`config.mk`:
```
export PLATFORM = sky130hd
export DESIGN_NAME = pipe_hazard_ctrl
export DESIGN_NICKNAME = d
export VERILOG_FILES = /design/src/rtl/pipe_ctrl_pkg.sv /design/src/rtl/pipe_hazard_ctrl_inst_field_decode.sv /design/src/rtl/pipe_hazard_ctrl.sv
export SDC_FILE = /design/constraint.sdc
export NUM_CORES = 1
export LEC_CHECK = 0
export ABC_AREA = 0
export CORE_MARGIN = 3
export CORE_UTILIZATION = 49
export DETAILED_ROUTE_END_ITERATION = 6
export PLACE_DENSITY_LB_ADDON = 0.25
export SETUP_SLACK_MARGIN = 0.15
export SLEW_MARGIN = 10
export SYNTH_ARGS = -nofsm -noshare
export SYNTH_HDL_FRONTEND = slang
export SYNTH_SLANG_ARGS = --single-unit
```
`constraint.sdc`:
```
create_clock -name clk -period 2.8 [get_ports clk]
set_input_delay 0.42 -clock clk [delete_from_list [all_inputs] [get_ports clk]]
set_output_delay 0.42 -clock clk [all_outputs]
set_load 0.02 [all_outputs]
```
`src/rtl/pipe_ctrl_pkg.sv`:
```
// Shared types for the pipeline hazard controller: RV32I opcodes, the EX/MEM scoreboard entry,
// the controller FSM states and the forwarding-select encoding.
package pipe_ctrl_pkg;

   localparam logic [6:0] OP     = 7'b0110011;
   localparam logic [6:0] OP_IMM = 7'b0010011;
   localparam logic [6:0] LOAD   = 7'b0000011;
   localparam logic [6:0] STORE  = 7'b0100011;
   localparam logic [6:0] BRANCH = 7'b1100011;
   localparam logic [6:0] LUI    = 7'b0110111;
   localparam logic [6:0] AUIPC  = 7'b0010111;
   localparam logic [6:0] JAL    = 7'b1101111;
   localparam logic [6:0] JALR   = 7'b1100111;

   typedef struct packed {
      logic       valid;
      logic [4:0] rd;
      logic       reg_wr;
      logic       is_load;
   } stage_info_t;

   typedef enum logic {RUN = 1'b0, MEM_WAIT = 1'b1} hz_state_e;

   typedef enum logic [1:0] {
      FWD_RF  = 2'b00,
      FWD_MEM = 2'b01,
      FWD_WB  = 2'b10
   } fwd_sel_e;

   // A stage produces rs when it holds a real register writer whose rd is not x0.
   function automatic logic hits(input stage_info_t s, input logic [4:0] rs);
      return s.valid & s.reg_wr & (s.rd != 5'd0) & (s.rd == rs);
   endfunction

   function automatic fwd_sel_e fwd_pick(input logic rd_en, input logic [4:0] rs,
                                         input stage_info_t ex, input stage_info_t mem);
      if (!rd_en)                       return FWD_RF;
      else if (hits(ex, rs) & ~ex.is_load) return FWD_MEM;
      else if (hits(mem, rs))            return FWD_WB;
      else                               return FWD_RF;
   endfunction

endpackage

```
`src/rtl/pipe_hazard_ctrl_inst_field_decode.sv`:
```
// Extracts register fields and read/write usage from a raw RV32I instruction (purely combinational).
module inst_field_decode
   import pipe_ctrl_pkg::*;
(
   input  logic [31:0] i_inst,
   output logic [4:0]  o_rs1,
   output logic [4:0]  o_rs2,
   output logic [4:0]  o_rd,
   output logic        o_uses_rs1,
   output logic        o_uses_rs2,
   output logic        o_reg_wr,
   output logic        o_is_load
);

   logic w_unused_bits;

   assign o_rs1         = i_inst[19:15];
   assign o_rs2         = i_inst[24:20];
   assign o_rd          = i_inst[11:7];
   assign w_unused_bits = ^{i_inst[31:25], i_inst[14:12]};

   always_comb begin
      o_uses_rs1 = 1'b0;
      o_uses_rs2 = 1'b0;
      o_reg_wr   = 1'b0;
      o_is_load  = 1'b0;
      case (i_inst[6:0])
         OP:     begin o_uses_rs1 = 1'b1; o_uses_rs2 = 1'b1; o_reg_wr = 1'b1; end
         OP_IMM: begin o_uses_rs1 = 1'b1; o_reg_wr = 1'b1; end
         LOAD:   begin o_uses_rs1 = 1'b1; o_reg_wr = 1'b1; o_is_load = 1'b1; end
         STORE:  begin o_uses_rs1 = 1'b1; o_uses_rs2 = 1'b1; end
         BRANCH: begin o_uses_rs1 = 1'b1; o_uses_rs2 = 1'b1; end
         LUI, AUIPC, JAL: o_reg_wr = 1'b1;
         JALR:   begin o_uses_rs1 = 1'b1; o_reg_wr = 1'b1; end
         default: ;
      endcase
   end

endmodule

```
`src/rtl/pipe_hazard_ctrl.sv`:
```
// Hazard sequencer for the 5-stage RV32I pipeline: freezes on data-memory waits, flushes on
// redirects, inserts one-cycle load-use bubbles and registers the EX operand forwarding selects.
module pipe_hazard_ctrl
   import pipe_ctrl_pkg::*;
#(
   parameter int CNT_W = 32
) (
   input  logic             clk,
   input  logic             rst_n,
   input  logic [31:0]      i_inst_id,
   input  logic             i_valid_id,
   input  logic             i_br_taken,
   input  logic             i_mem_req,
   input  logic             i_mem_ready,
   output logic             o_stall_pc,
   output logic             o_stall_if_id,
   output logic             o_stall_id_ex,
   output logic             o_stall_ex_mem,
   output logic             o_flush_if_id,
   output logic             o_flush_id_ex,
   output logic [1:0]       o_fwd_sel_a,
   output logic [1:0]       o_fwd_sel_b,
   output logic [CNT_W-1:0] o_stall_cnt,
   output logic [CNT_W-1:0] o_flush_cnt,
   output hz_state_e        o_state
);

   logic [4:0]       w_rs1, w_rs2, w_rd;
   logic             w_uses_rs1, w_uses_rs2, w_reg_wr, w_is_load;
   logic             w_freeze, w_redirect, w_load_use, w_flush_ex, w_unused_mem;
   stage_info_t      w_id_info;
   hz_state_e        w_state_nxt;

   stage_info_t      r_ex_info, r_mem_info;
   hz_state_e        r_state;
   fwd_sel_e         r_fwd_a, r_fwd_b;
   logic [CNT_W-1:0] r_stall_cnt, r_flush_cnt;

   inst_field_decode u_dec (
      .i_inst     (i_inst_id),
      .o_rs1      (w_rs1),
      .o_rs2      (w_rs2),
      .o_rd       (w_rd),
      .o_uses_rs1 (w_uses_rs1),
      .o_uses_rs2 (w_uses_rs2),
      .o_reg_wr   (w_reg_wr),
      .o_is_load  (w_is_load)
   );

   // Memory handshake: the access in MEM completes on a cycle with mem_req && mem_ready;
   // mem_req && !mem_ready freezes the whole pipeline in that same cycle.
   assign w_freeze     = i_mem_req & ~i_mem_ready;
   assign w_redirect   = i_br_taken & ~w_freeze;
   assign w_load_use   = r_ex_info.valid & r_ex_info.is_load & i_valid_id & ~w_freeze & ~w_redirect &
                         ((w_uses_rs1 & hits(r_ex_info, w_rs1)) | (w_uses_rs2 & hits(r_ex_info, w_rs2)));
   assign w_flush_ex   = w_redirect | w_load_use;
   assign w_id_info    = {i_valid_id, w_rd, w_reg_wr, w_is_load};
   assign w_unused_mem = r_mem_info.is_load;

   always_comb begin
      w_state_nxt    = r_state;
      o_stall_pc     = 1'b0;
      o_stall_if_id  = 1'b0;
      o_stall_id_ex  = 1'b0;
      o_stall_ex_mem = 1'b0;
      o_flush_if_id  = 1'b0;
      o_flush_id_ex  = 1'b0;
      case (r_state)
         RUN:      if (w_freeze)   w_state_nxt = MEM_WAIT;
         MEM_WAIT: if (i_mem_ready) w_state_nxt = RUN;
         default:  w_state_nxt = RUN;
      endcase
      // Outputs are forced low for the whole time reset is held, even with a pending freeze.
      if (rst_n) begin
         if (w_freeze) begin
            o_stall_pc     = 1'b1;
            o_stall_if_id  = 1'b1;
            o_stall_id_ex  = 1'b1;
            o_stall_ex_mem = 1'b1;
         end else if (w_redirect) begin
            o_flush_if_id  = 1'b1;
            o_flush_id_ex  = 1'b1;
         end else if (w_load_use) begin
            o_stall_pc     = 1'b1;
            o_stall_if_id  = 1'b1;
            o_flush_id_ex  = 1'b1;
         end
      end
   end

   always_ff @(posedge clk or negedge rst_n) begin
      if (!rst_n) begin
         r_state     <= RUN;
         r_ex_info   <= '0;
         r_mem_info  <= '0;
         r_fwd_a     <= FWD_RF;
         r_fwd_b     <= FWD_RF;
         r_stall_cnt <= '0;
         r_flush_cnt <= '0;
      end else begin
         r_state <= w_state_nxt;
         if (!w_freeze) begin
            r_mem_info <= r_ex_info;
            r_ex_info  <= w_flush_ex ? stage_info_t'('0) : w_id_info;
            r_fwd_a    <= w_flush_ex ? FWD_RF :
                          fwd_pick(w_uses_rs1 & i_valid_id, w_rs1, r_ex_info, r_mem_info);
            r_fwd_b    <= w_flush_ex ? FWD_RF :
                          fwd_pick(w_uses_rs2 & i_valid_id, w_rs2, r_ex_info, r_mem_info);
         end
         if ((w_freeze | w_load_use) && (r_stall_cnt != '1)) r_stall_cnt <= r_stall_cnt + CNT_W'(1);
         if (w_redirect && (r_flush_cnt != '1))              r_flush_cnt <= r_flush_cnt + CNT_W'(1);
      end
   end

   assign o_fwd_sel_a = r_fwd_a;
   assign o_fwd_sel_b = r_fwd_b;
   assign o_stall_cnt = r_stall_cnt;
   assign o_flush_cnt = r_flush_cnt;
   assign o_state     = r_state;

endmodule

```
==> results of run 1 <==
[report_power, final]
group / leakage, uW / internal (uW) / switching (uW) / total (uW)
combinational: 0.00129 / 339 / 339 / 677
clock: 0.000103 / 440 / 443 / 883
sequential: 0.00113 / 1320 / 150 / 1470
[registers in the layout (all words and copies together) (netlist names)]
| name | flops |
|---|---|
| o_stall_cnt | 32 |
| o_state | 1 |
| r_mem_info | 7 |
| o_fwd_sel_b | 2 |
| o_flush_cnt | 32 |
| r_ex_info | 8 |
| o_fwd_sel_a | 2 |
[final timing paths]
path,start,to,cells after the start
max in group asynchronous,rst_n,r_mem_info[1],2
min reg2reg,r_mem_info[1],r_mem_info[1],2
min,rst_n,r_mem_info[2],2
min in group clk,i_valid_id,r_ex_info[7],3
max reg2reg,r_ex_info[4],o_stall_cnt[1],9
max,r_ex_info[3],o_flush_id_ex,8
[cell usage after synthesis (2+ instances only)]
cell type / number
nor4_1: 6
ha_1: 2
mux2_2: 3
xnor2_1: 61
inv_1: 4
nand4_1: 25
a22o_1: 9
o21ai_0: 6
xor2_1: 18
buf_2: 2
or4_1: 2
nand2_1: 62
a21oi_1: 5
and2_1: 5
and4_1: 5
nand3b_1: 2
clkbuf_1: 5
nor2_1: 24
nor3_1: 10
nor2b_1: 2
and3_1: 14
nand3_1: 29
dfrtp_1: 84
buf_4: 2
o211ai_1: 2
and3b_1: 2
[per-stage QoR]
| step | cell area (sq um) | utilization [%] | std cells | setup slack [ps] | total power (uW) |
|---|---|---|---|---|---|
| floorplan | 4170 | - | 410 | 343 | 1780 |
| global placement | 5540 | 67.0 | 642 | -325 | 2140 |
| detailed placement | 5540 | 67.0 | 642 | -365 | 2160 |
| CTS | 5750 | 69.6 | 660 | 117 | 3040 |
| global route | 5790 | 70.1 | 661 | 111 | 3180 |
| finish | 5790 | 70.1 | 661 | 205 | 3030 |
[routing by layer]
layer,up-vias,GRT usage (%)
met5,-,0
met4,0,6.83
met3,12,5.07
met2,116,36.8
met1,1798,30.8
li1,1716,-
[timing repair]
action	4_1_cts	5_1_grt
hold buffers	1	0
setup endpoints to repair	3	3
setup buffers	1	1
gates cloned	0	0
pin swaps	1	6
hold endpoints to repair	9	0
resized for setup	14	11
[worst reg2reg max path, cell delays in order, from the launching register on]
cell       delay, ps
dfrtp_1          390
buf_4            160
xnor2_1          150
nand3_1          130
nor4bb_1         350
o21ai_2          140
buf_4            180
a2bb2oi_1        200
buf_4            230
mux2_2           350
[final cells by class]
class                           count  area, sq um  share of cell area [%]
Sequential cell                    84         2100                    36.3
Multi-Input combinational cell    312         2030                    35.1
Timing Repair Buffer              140         1310                    22.6
Clock buffer                       11          141                    2.44
Tap cell                          105          131                    2.27
Clock inverter                      5         61.3                    1.06
Inverter                            4         15.0                   0.259
[cells by family (layout without fill, tap and decap cells)]
| logic type | Yosys count | in the layout | synth area share [%] |
|---|---|---|---|
| flops | 84 | 84 | 50.4 |
| mux | 3 | 3 | 0.810 |
| buf+inv | 14 | 160 | 1.50 |
| fa+ha+maj | 2 | 2 | 0.600 |
| xor+xnor | 79 | 79 | 16.6 |
| simple gates | 195 | 195 | 24.2 |
| compound gates | 33 | 33 | 5.94 |
==> flow_results.org, run 1 <==
** Floorplan
- Core Region :: 8260 sq um
- The die is about 100 microns wide.
- For this configuration, the core starts out at a cell density of between 50 and 60%.
- DIE AREA :: approximately 9700 sq um
- Placement row count :: 33
- 113 I/O pins were placed.
- Measured along the y axis, the die boundary spans between 90 and 100 microns.

** Route
- Using the TritonRoute via totals, the vias-per-cell ratio works out to between 5 and 6.
- Average wire length per cell after detail routing :: 16.0 microns
- The first routing iteration left 177 violations.
- Post-route met1 wirelength :: about 4600 microns
- Drt pass-1 iters :: 5
- Once detail routing completed, the nets flagged for antenna violations numbered 0.
- Total vias in the final route :: about 3,600
- Met2 wire length :: roughly 5000 microns
- The highest layer touched by signal routing is met4.
- For this run, design rule violations remaining after detail routing come to 0.
- Detailed-route wire length :: 10,600 microns
- After detailed routing, the met3 layer carries about 620 microns of wire.

** Timing
- Hold is met by around 130 ps.
- For the pin with the worst max-slew slack, the measured transition is 658 ps.
- Setup repair after global routing missed its margin :: yes
- Setup violations remaining at the end of the flow were counted as 0.
- The worst path needs 2590 ps of the cycle, external delays included.
- Final setup TNS :: 0 ps
- Worst-case headroom to the max-slew limit :: 55.7%
- Max Freq :: between 300 and 400 MHz
- Max Clock Skew :: approximately 13 ps
- Final Hold Fails :: 0
- Max Slew Vio Count :: 0
- Dividing the final minimum period by the clock period gives 92.7%.

** Cells and area
- Relative to the synthesized area, the layout overhead comes to 38.8%.
- Number of antenna repair diodes :: 0
- In the final layout, the share of cells above drive strength 1 is between 10 and 15%.
- Highest-count cells in the layout ignoring fill and taps :: 92 x clkdlybuf4s50_1, 84 x dfrtp_1, 61 x nand2_1, 61 x xnor2_1, 38 x buf_4
- After the last flow step, the layout net total stands at just under 600.
- Layout filler cell count :: around 620
- Leaving out fill and tap cells, the most frequent cell in the layout is clkdlybuf4s50_1.

** Global routing
- All-Layer GR Usage :: 22.7%
- The first global-routing pass estimated roughly 18,000 microns of wire.
- Maximum number of pins on one net before global-route repair :: 54
- Global routing finished with a remaining overflow of 0.
- The number of global-route vias before repair is approximately 3,600.
- Antenna violations before repair :: 0

** Worst setup path
- CP Buf/Inv Count :: 2
- For flop-to-flop paths, the worst setup slack is slightly above 400 ps.
- The kind of cell with the highest combined delay along the critical path is simple AND/OR/NAND/NOR gates.
- The largest individual stage delay along the critical path comes from the cell or4_4.
- STA puts the critical path data arrival time at about 2200 ps.
- Critical path start-end classification :: flop to primary output
- The signal on the critical path passes through or4_4 -> o211ai_1 -> buf_4 -> nor4b_4 -> o21ai_2 -> nand2_1 -> and3_4 -> buf_6.
- In this run the worst path has a maximum fanout of 3.
- Crit path largest cell delay :: approximately 530 ps
- Data on the critical path is required at its endpoint by 2380 ps.
- STA classifies the critical path startpoint as a flop.
- STA classifies the critical path endpoint as a primary output.

** Hold path
- In this run the worst hold path is classified as input port to asynchronous set/reset pin.

** Clock network
- The clock drives 84 sinks.
- Clock latency on the worst-skew pair, taken at its later pin, is about 360 ps.
- CTS root buffer :: clkbuf_8
- Clock-pin slew of the registers on the worst-case setup and hold paths :: around 80 ps
- No sink is reached through more buffers than the 2 on the longest clock path.
- TritonCTS built the clock tree.
- In this run the number of H-tree levels came out at 3.
- Clock tree synthesis inserted a total of 9 buffers.

** Job
- The tool flagged a number of max-cap violations equal to 0.

** Synthesis
- Post-synthesis net count :: 450
- For this run, the number of Yosys warnings is 0.
- In this run, distinct cell masters in the synthesized netlist total 45.
- By area the synthesized netlist is led by dfrtp_1 50%, xnor2_1 13%, nand2_1 5.6%, xor2_1 3.8%, nand4_1 3.8%.
- Number of enable-type register cells in the synthesized netlist :: 0
- Counting flops with an async set or reset pin after synthesis yields a share of 100%.
- After synthesis, the mean cell area works out to approximately 10 sq um.
- Cell type with the highest aggregate area in the netlist :: dfrtp_1
- Number of cells produced by synthesis :: a little over 400
- In this run the cell area of the synthesized design comes to about 4200 sq um.
- After synthesis the netlist holds a flip-flop and latch count of 84.
- Share of the yosys chip area belonging to registers :: between 50 and 60%
- Of the post-synthesis cell area, the dominant cell type holds approximately half.
- Among all flip-flop cells after synthesis, the most frequent one is dfrtp_1.

** Run status
- Status :: completed

** Power and ir drop
- In this run the static leakage power is about 0.0025 uW.
- In this run the power density over the cells is about 520 nW/um^2.
- VDD IR-drop max :: ~0.00044 V

** Placement
- HPWL after detailed placement :: ~7800 microns
- Last weighted congestion value of the routability-driven placer :: 0.893
- Number of I/O port buffers :: roughly 100
No activity file was read; power rests on OpenSTA's default activity.
==> run 2, diff against run 1 <==
--- a/config.mk
+++ b/config.mk
@@ -5,7 +5,6 @@
 export SDC_FILE = /design/constraint.sdc
 export NUM_CORES = 1
 export LEC_CHECK = 0
-export ABC_AREA = 0
 export CORE_MARGIN = 3
 export CORE_UTILIZATION = 49
 export DETAILED_ROUTE_END_ITERATION = 6
==> results of run 2 <==
The final DEF is identical to that of run 1; final timing and power are the same.
==> run 3, diff against run 2 <==
--- a/config.mk
+++ b/config.mk
@@ -6,7 +6,7 @@
 export NUM_CORES = 1
 export LEC_CHECK = 0
 export CORE_MARGIN = 3
-export CORE_UTILIZATION = 49
+export CORE_UTILIZATION = 51
 export DETAILED_ROUTE_END_ITERATION = 6
 export PLACE_DENSITY_LB_ADDON = 0.25
 export SETUP_SLACK_MARGIN = 0.15
==> constraint.sdc (replaced) <==
create_clock -name clk -period 3.3 [get_ports clk]
set_input_delay 0.495 -clock clk [delete_from_list [all_inputs] [get_ports clk]]
set_output_delay 0.495 -clock clk [all_outputs]
set_load 0.02 [all_outputs]
==> flow_results.org, run 3 (synthesis results as in run 1) <==
** Run status
- The flow ran to the end, and the final reports show no timing, DRC or antenna violations.

** Route
- In this run the remaining antenna-violating nets after routing total 0.
- DRC violations left :: 0
- Detailed-route wire length :: a little under 10,000 microns
- Average wire length per cell after detail routing :: about 16 microns
- Drt pass-1 iters :: 4
- Using the TritonRoute via totals, the vias-per-cell ratio works out to 5.55.
- Number of DRC violations after detailed-routing iteration 0 :: approximately 170
- Total vias in the final route :: ~3,600

** Clock network
- In this run the deepest clock path goes through 2 buffers.
- Clock tree synthesis found a total of between 80 and 90 sinks.
- Post-CTS repair timing setup buffer count :: 0
- TritonCTS built the clock tree.
- Number of clock buffers inserted by TritonCTS :: 9
- The clock reaches the later pin of the worst-skew pair after about 350 ps.
- CTS root buffer :: clkbuf_8
- In this run the number of H-tree levels came out at 3.
- Clock-pin slew was measured on the worst setup and hold paths at approximately 70 ps.

** Worst setup path
- Critical path start-end classification :: input port to primary output
- Along the worst path, the maximum fanout reaches 2.
- The worst setup path is captured at a primary output.
- The worst register-to-register path begins at r_ex_info[4].
- Worst setup slack for register-to-register paths :: 800 ps
- Critical path startpoint category :: input port
- Data on the critical path arrives at its endpoint at between 2000 and 3000 ps.
- STA puts the critical path data required time at between 2000 and 3000 ps.
- The worst register-to-register path ends at o_stall_cnt[1].
- Count of cells along the worst register-to-register path :: 9

** Global routing
- GR Overflow Total :: 0
- Antenna violations before repair :: 0
- Vias in the first global route :: between 3,000 and 4,000
- Global-route wire length before repair :: approximately 16,000 microns
- Entering global routing, the biggest net connects between 40 and 50 pins.
- Across every metal layer, demand over resource in global routing totals between 20% and 30%.

** Timing
- The number of slew-limit violations in the final report came to 0.
- Setup repair after global routing could not meet its margin everywhere.
- For the pin with the worst max-slew slack, the measured transition is about 800 ps.
- Setup violations remaining at the end of the flow were counted as 0.
- Final Hold Fails :: 0
- Final setup TNS :: 0 ps
- Portion of the clock cycle consumed by the worst path in the final layout :: between 90% and 100%
- Counting I/O delays and the setup requirement, the final critical path takes approximately 3000 ps.
- Max Freq :: ~330 MHz
- Measured against its own limit, the worst slew margin works out to 47.8%.
- Max Clock Skew :: 15.9 ps

** Floorplan
- For this design the top-level I/O count stands at 113.
- DIE AREA :: slightly above 9000 sq um
- The die is 96.4 microns tall.
- Core Region :: a little under 8000 sq um
- The floorplan has 32 rows.
- Die boundary width :: about 96 microns
- The initial utilization of the core area, before any placement, comes to a little over half.

** Power and ir drop
- VDD IR-drop max :: around 0.00043 V
- In this run the static leakage power is around 0.0024 uW.
- Power density over the cells :: approximately 450 nW/um^2

** Cells and area
- Area used by multi-input combinational logic :: approximately 2000 sq um
- Layout filler cell count :: 607
- Cells fill roughly 72% of the core in the end.
- Area used by sequential logic in the layout :: 2100 sq um
- The number of antenna diodes in the final layout is 0.
- Commonest non-fill, non-tap cell in the layout :: clkdlybuf4s50_1
- Compared with the post-synthesis result, the final layout area differs by 35.0%.
- The library cells used most frequently in the layout, excluding fill and tap cells, are 98 x clkdlybuf4s50_1, 84 x dfrtp_1, 62 x nand2_1, 61 x xnor2_1, 29 x nand3_1.
- Final net count :: 574
- Fraction of layout cells with a size suffix above 1 :: approximately 9.3%

** Hold path
- Worst hold-check path type :: flop to flop
- Counting instances, the worst hold path has a depth of 2.
- Hold path startpoint :: r_mem_info[1]
- The worst hold path terminates at r_mem_info[1].

** Placement
- Last weighted congestion value of the routability-driven placer :: just under 0.9
- HPWL after detailed placement :: 7340 microns
- Number of I/O port buffers :: roughly 100

** Job
- Max-cap violations in this run came to 0.
==> run 3: changes by cell type in the layout (fill, tap and decap cells not counted), sizes merged <==
cell and change:
buf -20, clkbuf +2, clkdlybuf4s15 +1, clkdlybuf4s50 +6, clkinv -1, clkinvlp +1
dlygate4sd2 -1, dlymetal6s2s -5
==> run 3: final cells by class <==
type | instances | share of cell area [%]
Tap cell | 102 | 2.27
Inverter | 4 | 0.267
Sequential cell | 84 | 37.3
Clock inverter | 5 | 1.07
Clock buffer | 11 | 2.69
Multi-Input combinational cell | 312 | 35.6
Timing Repair Buffer | 123 | 20.8
==> run 3: through the flow <==
step | setup WS (ps) | total power (uW) | std cells | hold WS [ps] | cell area (sq um)
after detailed placement | -192 | 1810 | 624 | 324 | 5420
after global placement | -119 | 1790 | 624 | 323 | 5420
after floorplan | 492 | 1510 | 410 | 199 | 4170
final | 274 | 2550 | 641 | 474 | 5630
after CTS | 160 | 2570 | 641 | 477 | 5640
after global routing | 142 | 2680 | 641 | 479 | 5630
==> run 3: how the worst max path moves through the flow <==
stage,endpoint,start,cells after the start
after floorplan,o_stall_pc,i_mem_req,6
after global placement,o_stall_if_id,i_mem_ready,7
after detailed placement,o_stall_if_id,i_inst_id[0],7
after CTS,o_flush_id_ex,i_inst_id[0],9
after global routing,o_stall_if_id,i_inst_id[1],7
final,o_stall_if_id,i_mem_ready,7
==> run 3: timing repair <==
action / CTS / global route
hold buffers: 1 / 0
resized for setup: 8 / 3
hold endpoints to repair: 4 / 0
setup endpoints to repair: 3 / 2
==> run 3: where the power goes <==
part           switching [uW]  internal, uW
registers                 129          1120
logic                     269           274
clock network             371           392
total                     769          1780
==> run 3: per-layer routing <==
metal  part of all wire, %  global-route usage (%)
met3                   6.7                    5.96
met2                    48                    34.8
met1                    44                    30.8
met4                   1.3                    5.84
met5                     0                       0
==> run 3: critical path, cell delays in order <==
cell	delay (ps)
clkdlybuf4s50_1	540
nor2b_4	60
or4b_4	490
nor4b_2	250
o21ai_2	90
a21boi_1	280
clkdlybuf4s15_2	330
